===== src/rtl/goertzel_axis_packer.sv =====
// Goertzel result packer: narrows each {re,im} result from OW to SAW bits,
// packs LANES results into one wide AXI4-Stream beat and frames the beats
// into packets of PKT_BEATS with tlast. A flush closes a partial beat/packet.

// Narrowing of one signed component: truncate, or round half-up and saturate.
module goertzel_axis_packer_conv #(
  parameter int OW    = 20,
  parameter int SAW   = 16,
  parameter int ROUND = 0
) (
  input  logic [OW-1:0]  x,
  output logic [SAW-1:0] y
);
  localparam int DROP = OW - SAW;
  localparam logic [OW:0] HALF = (OW+1)'(1) << (DROP - 1);

  logic [OW:0]  sum;
  logic [SAW:0] sh;
  logic         unused_lsbs;

  // One guard bit above the sign absorbs the +half carry, so overflow shows
  // up as a mismatch between the top two bits of the shifted value.
  assign sum         = {x[OW-1], x} + HALF;
  assign sh          = sum[OW:DROP];
  assign unused_lsbs = ^sum[DROP-1:0];

  // Select truncation or rounded value, clamping to the SAW-bit signed range
  always_comb begin
    y = x[OW-1:DROP];
    if (ROUND != 0) begin
      if (sh[SAW] != sh[SAW-1]) y = {sh[SAW], {(SAW-1){~sh[SAW]}}};
      else                      y = sh[SAW-1:0];
    end
  end
endmodule

module goertzel_axis_packer #(
  parameter int OW        = 20,
  parameter int SAW       = 16,
  parameter int LANES     = 4,
  parameter int PKT_BEATS = 8,
  parameter int ROUND     = 0
) (
  input  logic                     i_clk,
  input  logic                     i_rst_n,
  input  logic                     i_flush,
  input  logic [2*OW-1:0]          s_axis_tdata,
  input  logic                     s_axis_tvalid,
  output logic                     s_axis_tready,
  output logic [LANES*2*SAW-1:0]   m_axis_tdata,
  output logic                     m_axis_tvalid,
  input  logic                     m_axis_tready,
  output logic                     m_axis_tlast
);
  localparam int LW = (LANES > 1)     ? $clog2(LANES)     : 1;
  localparam int BW = (PKT_BEATS > 1) ? $clog2(PKT_BEATS) : 1;
  localparam logic [LW-1:0] LAST_LANE = LW'(LANES - 1);
  localparam logic [BW-1:0] LAST_BEAT = BW'(PKT_BEATS - 1);

  logic [LANES-1:0][2*SAW-1:0] staging, stg_nxt;
  logic [2*SAW-1:0]            conv;
  logic [LW-1:0]               lane_cnt;
  logic [BW-1:0]               beat_cnt, beat_nxt;
  logic                        flush_pend;
  logic                        s_hs, m_hs, out_free, fill, flush_load, load, load_last, flush_set;

  // re and im go through identical converters; instance 1 takes the upper half
  goertzel_axis_packer_conv #(.OW(OW), .SAW(SAW), .ROUND(ROUND)) u_conv [1:0] (
    .x (s_axis_tdata),
    .y (conv)
  );

  assign s_hs       = s_axis_tvalid && s_axis_tready;
  assign m_hs       = m_axis_tvalid && m_axis_tready;
  assign out_free   = !m_axis_tvalid || m_axis_tready;
  // Only the last lane needs the output register; earlier lanes land in staging.
  assign s_axis_tready = i_rst_n && !flush_pend && ((lane_cnt != LAST_LANE) || out_free);
  assign fill       = s_hs && (lane_cnt == LAST_LANE);
  assign flush_load = flush_pend && out_free;
  assign load       = fill || flush_load;
  // A flush only matters if something is left in staging after this cycle's accept.
  assign flush_set  = i_flush && !fill && (s_hs || (lane_cnt != '0));

  // Staging contents after this cycle's accept, and the beat index of the next load
  always_comb begin
    stg_nxt = staging;
    if (s_hs) stg_nxt[lane_cnt] = conv;
    beat_nxt = beat_cnt;
    if (m_hs) beat_nxt = m_axis_tlast ? '0 : beat_cnt + 1'b1;
    load_last = (beat_nxt == LAST_BEAT) || flush_load || (fill && i_flush);
  end

  // Lane packing, output register with hold under backpressure, and packet framing
  always_ff @(posedge i_clk) begin
    if (!i_rst_n) begin
      staging       <= '0;
      lane_cnt      <= '0;
      beat_cnt      <= '0;
      flush_pend    <= 1'b0;
      m_axis_tdata  <= '0;
      m_axis_tvalid <= 1'b0;
      m_axis_tlast  <= 1'b0;
    end else begin
      beat_cnt <= beat_nxt;
      if (load) begin
        m_axis_tdata  <= stg_nxt;
        m_axis_tvalid <= 1'b1;
        m_axis_tlast  <= load_last;
        staging       <= '0;
        lane_cnt      <= '0;
      end else begin
        if (m_hs) m_axis_tvalid <= 1'b0;
        staging <= stg_nxt;
        if (s_hs) lane_cnt <= lane_cnt + 1'b1;
      end
      // Loading the partial beat retires the flush; a new request cannot
      // arrive for it since staging is empty afterwards.
      if (flush_load)     flush_pend <= 1'b0;
      else if (flush_set) flush_pend <= 1'b1;
    end
  end
endmodule


===== config.mk =====
export PLATFORM = sky130hd
export DESIGN_NAME = goertzel_axis_packer
export DESIGN_NICKNAME = d
export VERILOG_FILES = /design/src/rtl/goertzel_axis_packer.sv
export SDC_FILE = /design/constraint.sdc
export NUM_CORES = 1
export LEC_CHECK = 0
export ABC_AREA = 1
export ABC_CLOCK_PERIOD_IN_PS = 2100
export CORE_AREA = 2 2 237 169
export DETAILED_ROUTE_END_ITERATION = 8
export DIE_AREA = 0 0 239 171
export GPL_TIMING_DRIVEN = 0
export PLACE_DENSITY = 0.46
export SLEW_MARGIN = 20
export SYNTH_ARGS = -nofsm -noshare
export SYNTH_HDL_FRONTEND = slang
export SYNTH_SLANG_ARGS = --single-unit

===== constraint.sdc =====
create_clock -name i_clk -period 2.1 [get_ports i_clk]
set_clock_uncertainty 0.1 [all_clocks]
set_input_delay 0.42 -clock i_clk [delete_from_list [all_inputs] [get_ports i_clk]]
set_output_delay 0.42 -clock i_clk [all_outputs]
set_load 0.05 [all_outputs]

== Word-level counts from Yosys, hierarchy flattened ==
Index checks and enable logic that the tools add are counted.

* Add/subtract/negate cells: 2
* Order comparisons: 2
* Equal/unequal tests: 3
* Multiplexer cells: 8
* Bitwise operators: 1
* Reductions and logical operators: 23

{| class="wikitable"
|+ Operator list
! kind !! number
|-
| 128-bit bitwise mux || 1
|-
| 128-bit two-way mux || 1
|-
| 32-bit demux with 2-bit select || 1
|-
| 32-bit two-way mux || 1
|-
| 1-bit logical AND || 10
|-
| 1-bit logical OR || 6
|-
| 3-bit two-way mux || 2
|-
| 2-bit nonzero test || 2
|-
| 2-bit OR reduction || 2
|-
| 3-bit by 1-bit adder with 3-bit output (second input constant) || 1
|-
| 3-bit == test (second input constant) || 1
|-
| 1-bit zero test || 3
|-
| 2-bit by 3-bit < comparator with 1-bit output (second input constant) || 1
|-
| 2-bit by 1-bit adder with 2-bit output (second input constant) || 1
|-
| 2-bit == test (second input constant) || 1
|-
| 2-bit by 1-bit >= comparator with 1-bit output (second input constant) || 1
|-
| 1-bit two-way mux || 2
|-
| 2-bit inequality test (second input constant) || 1
|-
| 1-bit NOT || 1
|}

* Register bits after elaboration: 264
* Bits of input ports: 45
* Output and inout port bits: 131
* Word-level logic and storage cells: 49

== Depth between registers and ports, before layout ==
Gate-level depths: netlist of the first run.

* Depth after elaboration: 9
* Depth in mapped cells: 11
* Depth with buffers taken out: 8

== Modules after synthesis ==
A second synthesis of the first run with hierarchy kept.

* Cells, all modules: 1,749
* Area total of the unflattened synthesis: 11,654.9 um^2

{| class="wikitable"
|+ Modules (own cells, without submodules)
! module !! times used !! cells an instance !! area an instance (um^2)
|-
| goertzel_axis_packer || 1 || 1,717 || 11,414.7
|-
| goertzel_axis_packer_conv || 2 || 16 || 120.1
|}

== Least setup slack after synthesis of the first run ==
Ideal clock, no wire load.

* Kind: reg-to-reg
* Start: register m_axis_tvalid
* End: register m_axis_tdata[55]
* Setup time: 0.128 ns
* Data arrival time: 1.626 ns
* Data required time: 1.872 ns
* Setup slack: 0.246 ns
* Stages on the path, launching flop included: 8
* Buffers on the path: 2
* Clock period less this slack: 1.854 ns
* Path through: dfxtp_1 -> nand2_1 -> nand4_2 -> nand2_2 -> nand2_1 -> buf_2 -> buf_1 -> o21ai_1

* Longest elaborated chain between the ends: 7
* Elaborated cells between the ends (all ways): 9
* Classes of those cells: mux: 1; reduce/logical: 8

{| class="wikitable"
|+ RTL lines
! element !! line !! RTL
|-
| start: declaration || 51 || <nowiki>output logic m_axis_tvalid,</nowiki>
|-
| start signal: assignment || 101 || <nowiki>m_axis_tvalid <= 1'b0;</nowiki>
|-
| start signal: assignment || 107 || <nowiki>m_axis_tvalid <= 1'b1;</nowiki>
|-
| start signal: assignment || 112 || <nowiki>if (m_hs) m_axis_tvalid <= 1'b0;</nowiki>
|-
| 1-bit zero test * || 75 || <nowiki>assign out_free = !m_axis_tvalid || m_axis_tready;</nowiki>
|-
| 1-bit logical OR * || 75 ||
|-
| 1-bit logical OR || 77 || <nowiki>assign s_axis_tready = i_rst_n && !flush_pend && ((lane_cnt != LAST_LANE) || out_free);</nowiki>
|-
| 1-bit logical AND || 77 ||
|-
| 1-bit logical AND || 73 || <nowiki>assign s_hs = s_axis_tvalid && s_axis_tready;</nowiki>
|-
| 1-bit logical AND || 78 || <nowiki>assign fill = s_hs && (lane_cnt == LAST_LANE);</nowiki>
|-
| 1-bit logical OR || 80 || <nowiki>assign load = fill || flush_load;</nowiki>
|-
| end signal: assignment || 106 || <nowiki>m_axis_tdata <= stg_nxt;</nowiki>
|-
| end: declaration || 50 || <nowiki>output logic [LANES*2*SAW-1:0] m_axis_tdata,</nowiki>
|}

Mark *: on every way between the ends. The rest lies on a longest branch, timed or not.
A chain may end at the register's enable or synchronous reset.

== Final worst setup path of the first run ==
* Start: register lane_cnt[1]
* End: output s_axis_tready

* Longest elaborated chain between the ends: 3

{| class="wikitable"
|+ RTL lines
! element !! line !! RTL
|-
| start: declaration || 62 || <nowiki>logic [LW-1:0] lane_cnt;</nowiki>
|-
| start signal: assignment || 114 || <nowiki>if (s_hs) lane_cnt <= lane_cnt + 1'b1;</nowiki>
|-
| 2-bit inequality test || 77 ||
|-
| 1-bit logical OR || 77 ||
|-
| 1-bit logical AND || 77 ||
|-
| end: declaration || 49 || <nowiki>output logic s_axis_tready,</nowiki>
|}

Every way passes these cells.

==> results of run 1 <==
-- per-layer routing --
metal / part of all wire (%) / vias to the layer above / track usage (%)
met4: 1.9 / 2 / 3.804
met3: 5.3 / 47 / 2.953
met1: 50 / 5001 / 28.62
li1: - / 5636 / -
met5: 0.032 / - / 0
met2: 43 / 253 / 30.19
-- worst max-delay path, stage by stage, from the launching register on --
cell	delay, ps
dfxtp_4	360
ha_4	180
buf_8	120
nand3_2	80
nand2_2	50
inv_2	50
buf_6	150
-- stage by stage --
step	utilization, %	power (mW)	cells	cell area [µm²]	hold slack, ps
after floorplan	-	5.930	1718	11400	365.7
after global placement	35.18	6.449	2388	13690	365.4
after detailed placement	35.18	6.450	2388	13690	364.2
after CTS	37.17	11.39	2434	14470	127.1
after global routing	37.31	11.71	2434	14520	156.9
final	37.32	11.26	2435	14530	154.9
-- state kept, by name (all words and copies together), names as in the netlist --
register,count
m_axis_tlast,1
m_axis_tdata,128
lane_cnt,2
flush_pend,1
m_axis_tvalid,1
beat_cnt,3
staging,128
-- report_power, final --
| part | switching, mW | internal (mW) |
|---|---|---|
| clock network | 2.10 | 2.83 |
| registers | 0.0422 | 5.08 |
| logic | 0.892 | 0.320 |
| total | 3.04 | 8.23 |
-- repair_timing --
action,4_1_cts,5_1_grt
pin swaps,0,1
buffers inserted,0,2
gates resized for setup,159,38
hold endpoints to repair,0,0
endpoints found under the setup margin,362,202
-- worst paths after layout --
path / from / end / slack (ps) / cells after the start
worst max-delay path: lane_cnt[1]$_SDFFE_PP0P_ / s_axis_tready / 20 / 6
worst min-delay path: i_rst_n / beat_cnt[2]$_SDFF_PN0_ / 150 / 3
worst max register to register: lane_cnt[1]$_SDFFE_PP0P_ / m_axis_tdata[93]$_SDFFE_PN0P_ / 110 / 11
worst min register to register: m_axis_tdata[10]$_SDFFE_PN0P_ / m_axis_tdata[10]$_SDFFE_PN0P_ / 360 / 2
-- logic make-up (layout without fill, tap and decap cells) --
family                   count (synthesis)  after routing
AO/OA/AOI/OAI                          265            265
adder cells (fa/ha/maj)                  5              5
buffers and inverters                  381            593
flip-flops                             264            264
other                                    0              1
AND/OR/NAND/NOR                        803            803
-- final cells by class --
cell class / instances / area (µm²)
inverter: 268 / 1006
buffer: 111 / 580.6
sequential: 264 / 5293
clock buffer: 40 / 785.8
multi-input combinational: 1073 / 4617
timing repair buffer: 168 / 1516
tap: 504 / 630.6
antenna: 1 / 2.502
fill: 4296 / 24400
clock inverter: 6 / 95.09
-- cell usage in the layout (no fill, tap or decap), types with 2 or more instances in the layout --
master	Yosys	routed
ha_1	5	3
clkbuf_4	0	3
o21ai_0	153	153
dlygate4sd2_1	0	129
bufinv_16	0	2
nand2_1	531	530
buf_2	60	48
nand3_2	1	2
clkdlybuf4s50_1	0	35
nor2_1	137	137
inv_1	254	253
o21ai_1	104	104
nand2_2	1	2
a21oi_1	7	7
clkbuf_1	37	27
buf_4	4	15
clkbuf_8	0	4
clkbuf_2	1	20
inv_2	14	15
nand3_1	130	129
clkinv_2	0	2
buf_6	0	2
buf_1	11	6
dfxtp_4	0	2
dfxtp_1	264	262
clkbuf_16	0	28
==> impl_summary.log, run 1 <==
[metrics] status: completed
[metrics] pin count of the biggest net entering global routing: 15
[metrics] Distinct cells, synth: 21
[metrics] Synth warnings: 0
[metrics] Yosys top cell by area: dfxtp_1
[metrics] maximum capacitance violations: 0
[metrics] top achievable clock speed: roughly 480 MHz
[metrics] power per cell area: between 700 and 800 mW/mm²
[metrics] final-report hold violation count: 0
[metrics] Least-Margin Pin Slew: 683.3 ps
[metrics] worst-case vdd ir drop: approximately 0.61 mV
[metrics] clock slew at the register clock pins of the worst setup and hold paths: approximately 60 ps
[metrics] die height: roughly 170 µm
[metrics] total number of placement rows: a little over 60
[metrics] xor/xnor cell area share of the yosys netlist: 0%
[metrics] routed length per instance: approximately 16 µm
[metrics] floorplan core area: around 0.039 mm²
[metrics] setup violators final: 0
[metrics] Die Area: 0.04087 mm²
[metrics] kind of end point of the critical path: output port
[metrics] number of global-route vias before repair: 10.02k
[metrics] Mapped Avg Cell Area: 6.636 µm²
[metrics] global-route total usage across every layer: 19.50%
[metrics] critical path startpoint category: flip-flop
[metrics] leading cell types by count after synthesis: 531 x nand2_1, 264 x dfxtp_1, 254 x inv_1
[metrics] largest family of logic cells by synthesized area: simple AND/OR/NAND/NOR gates
[metrics] ys flop type: dfxtp_1
[metrics] peak fanout along the critical path: 4
[metrics] data required time of the critical path: 1580 ps
[metrics] leakage dissipation: ~6.4 nW
[metrics] Hold Path Class: in2reg
[metrics] initial core utilization: 29.29%
[metrics] hpwl dp: slightly below 30000 µm
[metrics] Setup Slack @ Placement: -512.4 ps
[metrics] slew margin rel.: between 50% and 60%
[metrics] number of flops mapped to enable cells by yosys: 0
[metrics] Detail Route Antenna Nets: 0
[metrics] buffer cell driving the clock tree root: clkbuf_16
[metrics] latest clock arrival within the worst-skew pair: ~570 ps
[metrics] adder and majority cell fraction of the synthesized area: less than 1%
[metrics] proportion of synthesized chip area in sequential cells: between 40% and 50%
[metrics] number of DRC markers in iteration 0: between 800 and 900
[metrics] post-route fraction of the period consumed by the critical path: between 90% and 100%
[metrics] TritonCTS clock tree: yes
[metrics] multiplexer area fraction after synthesis: 0%
[metrics] synthesized-area fraction occupied by ao, oa, aoi and oai cells: approximately an eighth
[metrics] chip width: 239 µm
[metrics] via count: roughly 11k
[metrics] initial antenna violation count: 2
[metrics] async set-or-reset flop fraction in the synthesized netlist: 0%
[metrics] I/O pin total: between 150 and 200
[metrics] relative area change from synthesis to final layout: 27.41%
[metrics] Netlist Area Pre-Place: approximately 0.011 mm²
[metrics] iteration count of the initial detailed-routing pass: 5
[metrics] time the final worst path needs with I/O delays and setup: 2079 ps
[metrics] max-slew violations: 0
[metrics] TritonCTS buffer count: 28
[metrics] portion of synthesized cell area occupied by the leading cell type: a little under half
[metrics] global-route wire length before repair: between 60000 and 70000 µm
[metrics] residual DRC count: 0
[metrics] H-tree level count: 1
[metrics] drt via density: between 4 and 5
[metrics] Total Wirelength: between 40000 and 50000 µm
[metrics] unrepaired setup endpoints after global routing: true
[metrics] overflow left after global routing: 0
[metrics] deepest clock path buffer count: 3
[metrics] post-synthesis cell count: between 1.5k and 2k
[metrics] crit path setup slack, layout: around 21 ps
[metrics] Mapped Nets: around 1.8k
[metrics] most common cell in the synthesized netlist: nand2_1
[metrics] share of layout cells above drive strength 1: 7.876%
[metrics] hold buffers post-CTS: 0
[metrics] Critical Setup Path Class: reg2out
[metrics] final weighted congestion in routability-driven placement: slightly below 0.8
[metrics] number of synthesized register bits: approximately 260
[metrics] data arrival time of the critical path: about 1600 ps
[metrics] Synth Area in Simple Gates: between 20 and 30%
[metrics] Port Buffers: ~170
[metrics] top cells by area in the synthesized netlist: dfxtp_1 46%, nand2_1 17%, inv_1 8.4%, o21ai_0 6.7%, nand3_1 5.7%
[metrics] final sum of negative setup slack: 0 ps
[metrics] number of nets at the end of the flow: just under 2k
[metrics] clock sink count: 264
No activity file was read; power rests on OpenSTA's default activity.
==> run 2: changes to the inputs <==
--- a/config.mk
+++ b/config.mk
@@ -7,11 +7,14 @@
 export LEC_CHECK = 0
 export ABC_AREA = 1
 export ABC_CLOCK_PERIOD_IN_PS = 2100
+export CELL_PAD_IN_SITES_DETAIL_PLACEMENT = 1
+export CELL_PAD_IN_SITES_GLOBAL_PLACEMENT = 1
 export CORE_AREA = 2 2 237 169
+export CTS_CLUSTER_SIZE = 20
 export DETAILED_ROUTE_END_ITERATION = 8
 export DIE_AREA = 0 0 239 171
 export GPL_TIMING_DRIVEN = 0
-export PLACE_DENSITY = 0.46
+export PLACE_DENSITY = 0.62
 export SLEW_MARGIN = 20
 export SYNTH_ARGS = -nofsm -noshare
 export SYNTH_HDL_FRONTEND = slang
==> run 2 against run 1 <==
- the run now ends with negative setup slack left
- global-route usage up 1.7 points
- critical path depth unchanged
- non-clock buffer count up 1
- count of clock-buffer cells in the layout up 4
- register-to-register slack better by 60 ps
- die area unchanged
- first-iteration DRC count down 14%
- wire length up 9.0%
- sequential power about the same
- critical endpoint unchanged
==> impl_summary.log, run 2 (synthesized netlist as in run 1, its figures left out) <==
[metrics] status: complete, but fails checks
[metrics] violated checks: negative setup slack
[metrics] most common cell after layout, fill and taps aside: nand2_1
[metrics] power per cell area: 813.0 mW/mm² (+4.8%)
[metrics] time the final worst path needs with I/O delays and setup: 2117 ps (+37.82 ps)
[metrics] I/O pin total: 176 (unchanged)
[metrics] initial antenna violation count: 2 (unchanged)
[metrics] top achievable clock speed: 472.5 MHz (-1.8%)
[metrics] iteration count of the initial detailed-routing pass: 7 (+2)
[metrics] kind of end point of the critical path: output port
[metrics] H-tree level count: 1 (unchanged)
[metrics] hpwl dp: 31600 µm (+9.5%)
[metrics] buffer cell driving the clock tree root: clkbuf_16
[metrics] crit path setup slack, layout: -16.55 ps (-37.82 ps)
[metrics] maximum capacitance violations: 0 (unchanged)
[metrics] Port Buffers: 166 (unchanged)
[metrics] switching power as a share of total power: 26.28% (-0.68 points)
[metrics] latest clock arrival within the worst-skew pair: 560 ps (about the same)
[metrics] deepest clock path buffer count: 3 (unchanged)
[metrics] number of nets at the end of the flow: 1966 (+0.10%)
[metrics] data arrival time of the critical path: 1600 ps (+40 ps)
[metrics] final sum of negative setup slack: -16.55 ps (-16.55 ps)
[metrics] Hold Path Class: in2reg
[metrics] power share of the sequential group: 42.8% (-2.7 points)
[metrics] setup violators final: 1 (+1)
[metrics] routed length per instance: 17.85 µm (+8.6%)
[metrics] Setup Slack @ Placement: -496.4 ps (+15.99 ps)
[metrics] Total Wirelength: 43600 µm (+9.0%)
[metrics] initial core utilization: 29.29% (unchanged)
[metrics] data required time of the critical path: 1580 ps (about the same)
[metrics] number of DRC markers in iteration 0: 695 (-14%)
[metrics] peak fanout along the critical path: 4 (unchanged)
[metrics] drt via density: 4.616 (+2.8%)
[metrics] commonest cells after routing, fill and taps aside: 530 x nand2_1, 262 x dfxtp_1, 253 x inv_1
[metrics] clock slew at the register clock pins of the worst setup and hold paths: 60 ps (about the same)
[metrics] Die Area: 0.04087 mm² (unchanged)
[metrics] share of layout cells above drive strength 1: 8.725% (+0.85 points)
[metrics] worst-case vdd ir drop: 0.5264 mV (-14%)
[metrics] final-report hold violation count: 0 (unchanged)
[metrics] Clk network pwr share: 46.8% (+3.0 points)
[metrics] total number of placement rows: 61 (unchanged)
[metrics] biggest regs: m_axis_tdata x128, staging x128, beat_cnt x3
[metrics] Critical Setup Path Class: reg2out
[metrics] Least-Margin Pin Slew: 720.9 ps (+37.59 ps)
[metrics] net switching component of the power: 3.151 mW (+3.7%)
[metrics] Detail Route Antenna Nets: 0 (unchanged)
[metrics] total buffers and inverters traversed by the critical path: 3 (unchanged)
[metrics] global-route total usage across every layer: 21.24% (+1.7 points)
[metrics] cell type of the slowest stage on the worst timing path: dfxtp_4
[metrics] slew margin rel.: 51.79% (-2.5 points)
[metrics] die height: 171 µm (unchanged)
[metrics] floorplan core area: 0.03892 mm² (unchanged)
[metrics] cells along the critical path: ha_4 -> buf_12 -> nand3_4 -> nand2_2 -> inv_2 -> buf_8
[metrics] pin count of the biggest net entering global routing: 14 (-1)
[metrics] final weighted congestion in routability-driven placement: 0.7816 (+0.92%)
[metrics] unrepaired setup endpoints after global routing: true
[metrics] Worst path top cell family by delay: flip-flops
[metrics] area of all placed cells without fillers: 0.01475 mm² (+1.5%)
[metrics] post-route fraction of the period consumed by the critical path: 100.8% (+1.8 points)
[metrics] number of global-route vias before repair: 11.33k (+13%)
[metrics] delay of the slowest cell on the worst path: 360 ps (about the same)
[metrics] leakage dissipation: 6.474 nW (+1.8%)
[metrics] max-slew violations: 0 (unchanged)
[metrics] chip width: 239 µm (unchanged)
[metrics] via count: 11.28k (+3.1%)
[metrics] logic gate share of total power: 10.4% (-0.4 points)
[metrics] relative area change from synthesis to final layout: 29.34%
[metrics] internal power: 8.837 mW (+7.4%)
[metrics] global-route wire length before repair: 66300 µm (+9.8%)
[metrics] critical path startpoint category: flip-flop
[metrics] total power after layout: 11.99 mW (+6.4%)
[metrics] total placed instance area: 0.01369 mm² (unchanged)
[metrics] clock sink count: 264 (unchanged)
[metrics] TritonCTS clock tree: yes
[metrics] TritonCTS buffer count: 29 (+3.6%)
[metrics] hold buffers post-CTS: 0 (unchanged)
[metrics] overflow left after global routing: 0 (unchanged)
[metrics] residual DRC count: 0 (unchanged)
-- run 2: final timing paths --
check / cells past startpoint / startpoint / to / slack, ps
setup / recovery: 6 / lane_cnt[0]$_SDFFE_PP0P_ / s_axis_tready / -20
hold / removal: 3 / i_rst_n / beat_cnt[2]$_SDFF_PN0_ / 130
hold reg to reg: 2 / m_axis_tdata[62]$_SDFFE_PN0P_ / m_axis_tdata[62]$_SDFFE_PN0P_ / 370
setup reg to reg: 11 / lane_cnt[0]$_SDFFE_PP0P_ / m_axis_tdata[92]$_SDFFE_PN0P_ / 170
-- run 2: area by class of cell --
cell class                      instances  area [µm²]
Fill cell                            4973       24180
Sequential cell                       264        5293
Multi-Input combinational cell       1073        4629
Timing Repair Buffer                  169        1528
Inverter                              268        1006
Clock buffer                           44       902.1
Tap cell                              504       630.6
Buffer                                111       604.3
Clock inverter                          8       147.6
Antenna cell                            2       5.005
-- run 2: per-stage QoR --
stage / cells / util, % / hold WS [ps]
6_report: 2443 / 37.88 / 129.6
5_1_grt: 2441 / 37.87 / 138.3
4_1_cts: 2440 / 37.61 / 115.2
3_5_place_dp: 2388 / 35.18 / 367.1
3_3_place_gp: 2388 / 35.18 / 365.5
2_1_floorplan: 1718 / - / 365.7
-- run 2: repair_timing --
action                     4_1_cts  5_1_grt
pin swaps                        0        2
setup endpoints to repair      390      222
gates resized for setup        159       53
setup buffers                    0        3
-- run 2: metal layers --
layer | vias to the layer above | global-route usage [%] | part of all wire [%]
met5 | - | 0 | 0
met4 | 0 | 4.918 | 2.3
met3 | 53 | 3.066 | 3.9
met2 | 190 | 34.13 | 44
met1 | 5392 | 30.00 | 49
li1 | 5643 | - | -
-- run 2: worst reg2reg max path, cell delays in order, from the launching register on --
cell and delay (ps):
dfxtp_4 360, ha_4 190, buf_12 130, nand3_4 90, nand3_4 130, inv_2 120
buf_6 180, buf_4 210, nand2_1 80, nand2_1 70, inv_1 100, o21ai_1 120
-- run 2: power by group through the flow --
stage / sequential, mW / combinational [mW] / clock [mW]
detailed placement: 5.24 / 1.25 / 0
floorplan: 5.31 / 0.619 / 0
finish: 5.13 / 1.25 / 5.61
CTS: 5.13 / 1.25 / 5.73
global placement: 5.23 / 1.23 / 0
global route: 5.13 / 1.38 / 5.95
==> run 3: changes to the inputs <==
==> constraint.sdc (replaced) <==
create_clock -name i_clk -period 2.1 [get_ports i_clk]
set_clock_uncertainty 0.1 [all_clocks]
set_input_delay 0.42 -clock i_clk [delete_from_list [all_inputs] [get_ports i_clk]]
set_output_delay 0.42 -clock i_clk [all_outputs]
set_load 0.005 [all_outputs]
==> run 3 against run 2 <==
- count of clock-buffer cells in the layout unchanged
- combinational power decreased by 6%
- clock power about the same
- via count decreased by 0.68%
- final cell count decreased by 0.12%
- the run now ends clean
- wire length about the same
- largest power group unchanged
- global-route usage about the same
==> impl_summary.log, run 3 (synthesized netlist as in run 1, its figures left out) <==
[metrics] top layer in use: met4
[metrics] R2R cell count: 8 (-3)
[metrics] floorplan core area: 0.03892 mm² (unchanged)
[metrics] I/O pin total: 176 (unchanged)
[metrics] chip width: 239 µm (unchanged)
[metrics] critical path startpoint category: flip-flop
[metrics] initial core utilization: 29.29% (unchanged)
[metrics] final weighted congestion in routability-driven placement: 0.7816 (unchanged)
[metrics] register area: 0.005293 mm² (unchanged)
[metrics] biggest regs: m_axis_tdata x128, staging x128, beat_cnt x3
[metrics] Worst path top cell family by delay: flip-flops
[metrics] setup violators final: 0 (-1)
[metrics] final std cells w/o fill: 2440 (-0.12%)
[metrics] deepest clock path buffer count: 3 (unchanged)
[metrics] Total Wirelength: 43620 µm (about the same)
[metrics] hold buffers post-CTS: 0 (unchanged)
[metrics] number of DRC markers in iteration 0: 690 (-0.72%)
[metrics] number of global-route vias before repair: 11.38k (+0.48%)
[metrics] via count: 11.20k (-0.68%)
[metrics] latest clock arrival within the worst-skew pair: 560 ps (about the same)
[metrics] origin of the worst min-delay path: i_rst_n
[metrics] r2r endpoint: m_axis_tdata[123]$_SDFFE_PN0P_
[metrics] Least-Margin Pin Slew: 705.3 ps (-15.56 ps)
[metrics] r2r setup slk: 140 ps (-30 ps)
[metrics] overflow left after global routing: 0 (unchanged)
[metrics] Antenna diodes: 0 (-2)
[metrics] share of layout cells above drive strength 1: 8.678% (-0.047 points)
[metrics] Die Area: 0.04087 mm² (unchanged)
[metrics] residual DRC count: 0 (unchanged)
[metrics] commonest cells after routing, fill and taps aside: 530 x nand2_1, 262 x dfxtp_1, 253 x inv_1
[metrics] global-route wire length before repair: 66320 µm (about the same)
[metrics] count of placed standard cells including taps: 2388 (unchanged)
[metrics] cell type of the slowest stage on the worst timing path: dfxtp_4
[metrics] global-route total usage across every layer: 21.22% (about the same)
[metrics] most common cell after layout, fill and taps aside: nand2_1
[metrics] total placed instance area: 0.01369 mm² (unchanged)
[metrics] TritonCTS clock tree: yes
[metrics] drt via density: 4.591 (-0.56%)
[metrics] TritonCTS buffer count: 29 (unchanged)
[metrics] Detail Route Antenna Nets: 0 (unchanged)
[metrics] final sum of negative setup slack: 0 ps (+16.55 ps)
[metrics] clock sink count: 264 (unchanged)
[metrics] kind of end point of the critical path: output port
[metrics] post-route worst hold slack: 130.1 ps (+0.4880 ps)
[metrics] worst-case vdd ir drop: 0.5266 mV (about the same)
[metrics] number of cells traversed by the worst hold path: 3 (unchanged)
[metrics] unrepaired setup endpoints after global routing: false
[metrics] delay of the slowest cell on the worst path: 380 ps (+20 ps)
[metrics] leakage dissipation: 5.844 nW (-9.7%)
[metrics] crit path setup slack, layout: 52.46 ps (+69.01 ps)
[metrics] status: completed
[metrics] initial antenna violation count: 1 (-1)
[metrics] iteration count of the initial detailed-routing pass: 4 (-3)
[metrics] total power after layout: 11.93 mW (-0.52%)
[metrics] met1 WL: 21720 µm (+0.92%)
[metrics] H-tree level count: 1 (unchanged)
[metrics] destination of the worst hold path: beat_cnt[2]$_SDFF_PN0_
[metrics] cells along the critical path: ha_4 -> buf_8 -> nand3_4 -> nand2_4 -> inv_2 -> buf_6
[metrics] total buffers and inverters traversed by the critical path: 3 (unchanged)
[metrics] Critical Setup Path Class: reg2out
[metrics] power per cell area: 800.2 mW/mm² (-1.6%)
[metrics] hpwl dp: 31600 µm (unchanged)
[metrics] die height: 171 µm (unchanged)
[metrics] data required time of the critical path: 1580 ps (about the same)
[metrics] total area of multi-input combinational cells: 0.004634 mm² (+0.11%)
[metrics] Hold Path Class: in2reg
[metrics] clock slew at the register clock pins of the worst setup and hold paths: 60 ps (about the same)
[metrics] metal2 WL: 19480 µm (+0.42%)
[metrics] routed length per instance: 17.88 µm (+0.16%)
[metrics] buffer cell driving the clock tree root: clkbuf_16
[metrics] data arrival time of the critical path: 1530 ps (-70 ps)
[metrics] pin count of the biggest net entering global routing: 14 (unchanged)
[metrics] Setup Slack @ Placement: -496.4 ps (unchanged)
[metrics] max-slew violations: 0 (unchanged)
[metrics] total number of placement rows: 61 (unchanged)
[metrics] relative area change from synthesis to final layout: 30.72%
[metrics] peak fanout along the critical path: 4 (unchanged)
[metrics] post-route fraction of the period consumed by the critical path: 97.50% (-3.3 points)
[metrics] number of filler cells placed in the layout: 4913 (-1.2%)
[metrics] beginning of the worst register-to-register path: lane_cnt[0]$_SDFFE_PP0P_
[metrics] time the final worst path needs with I/O delays and setup: 2048 ps (-69.01 ps)
[metrics] total met3 wirelength after detailed routing: 1348 µm (-20%)
[metrics] Port Buffers: 166 (unchanged)
[metrics] number of nets at the end of the flow: 1965 (-0.051%)
[metrics] final cell utilization of the core: 38.29% (+0.40 points)
[metrics] slew margin rel.: 52.83% (+1.0 points)
[metrics] final-report hold violation count: 0 (unchanged)
[metrics] area of all placed cells without fillers: 0.01490 mm² (+1.1%)
[metrics] maximum capacitance violations: 0 (unchanged)
[metrics] top achievable clock speed: 488.4 MHz (+3.4%)
run 3: worst register-to-register path, stage by stage (launching register included):
cell	delay, ps
dfxtp_4	370
ha_4	180
buf_4	150
nand4_2	120
nand2_2	100
nand2_1	100
buf_4	290
buf_2	290
o21ai_0	140
run 3: cell type report:
class / count / area share (%)
plain buffers: 111 / 4.105
flip-flops and latches: 264 / 35.51
clock buffers: 44 / 6.053
well taps: 504 / 4.231
clock inverters: 8 / 0.9907
repair buffers: 168 / 11.26
inverters: 268 / 6.750
multi-input cells: 1073 / 31.10
run 3: how the worst max path moves through the flow:
stage	cells past startpoint	to	from
3_3_place_gp	9	m_axis_tdata[46]$_SDFFE_PN0P_	m_axis_tready
2_1_floorplan	11	m_axis_tdata[7]$_SDFFE_PN0P_	lane_cnt[0]$_SDFFE_PP0P_
6_report	6	s_axis_tready	lane_cnt[0]$_SDFFE_PP0P_
4_1_cts	9	m_axis_tdata[63]$_SDFFE_PN0P_	lane_cnt[1]$_SDFFE_PP0P_
3_5_place_dp	9	m_axis_tdata[33]$_SDFFE_PN0P_	m_axis_tready
5_1_grt	9	m_axis_tdata[46]$_SDFFE_PN0P_	lane_cnt[0]$_SDFFE_PP0P_
run 3: timing repair:
action	in CTS	in global routing
setup endpoints to repair	260	214
gates resized for setup	29	57
pin swaps	2	2
buffers inserted	2	0
run 3: where the power goes:
group,total [mW],internal [mW],switching [mW]
combinational,1.18,0.346,0.838
sequential,5.13,5.08,0.0468
clock,5.61,3.43,2.18
total,11.9,8.86,3.07
run 3: layer usage:
| layer | vias to the layer above | GRT usage (%) |
|---|---|---|
| li1 | 5633 | - |
| met1 | 5350 | 29.68 |
| met2 | 163 | 34.34 |
| met3 | 55 | 3.066 |
| met4 | 0 | 5.217 |
| met5 | - | 0 |
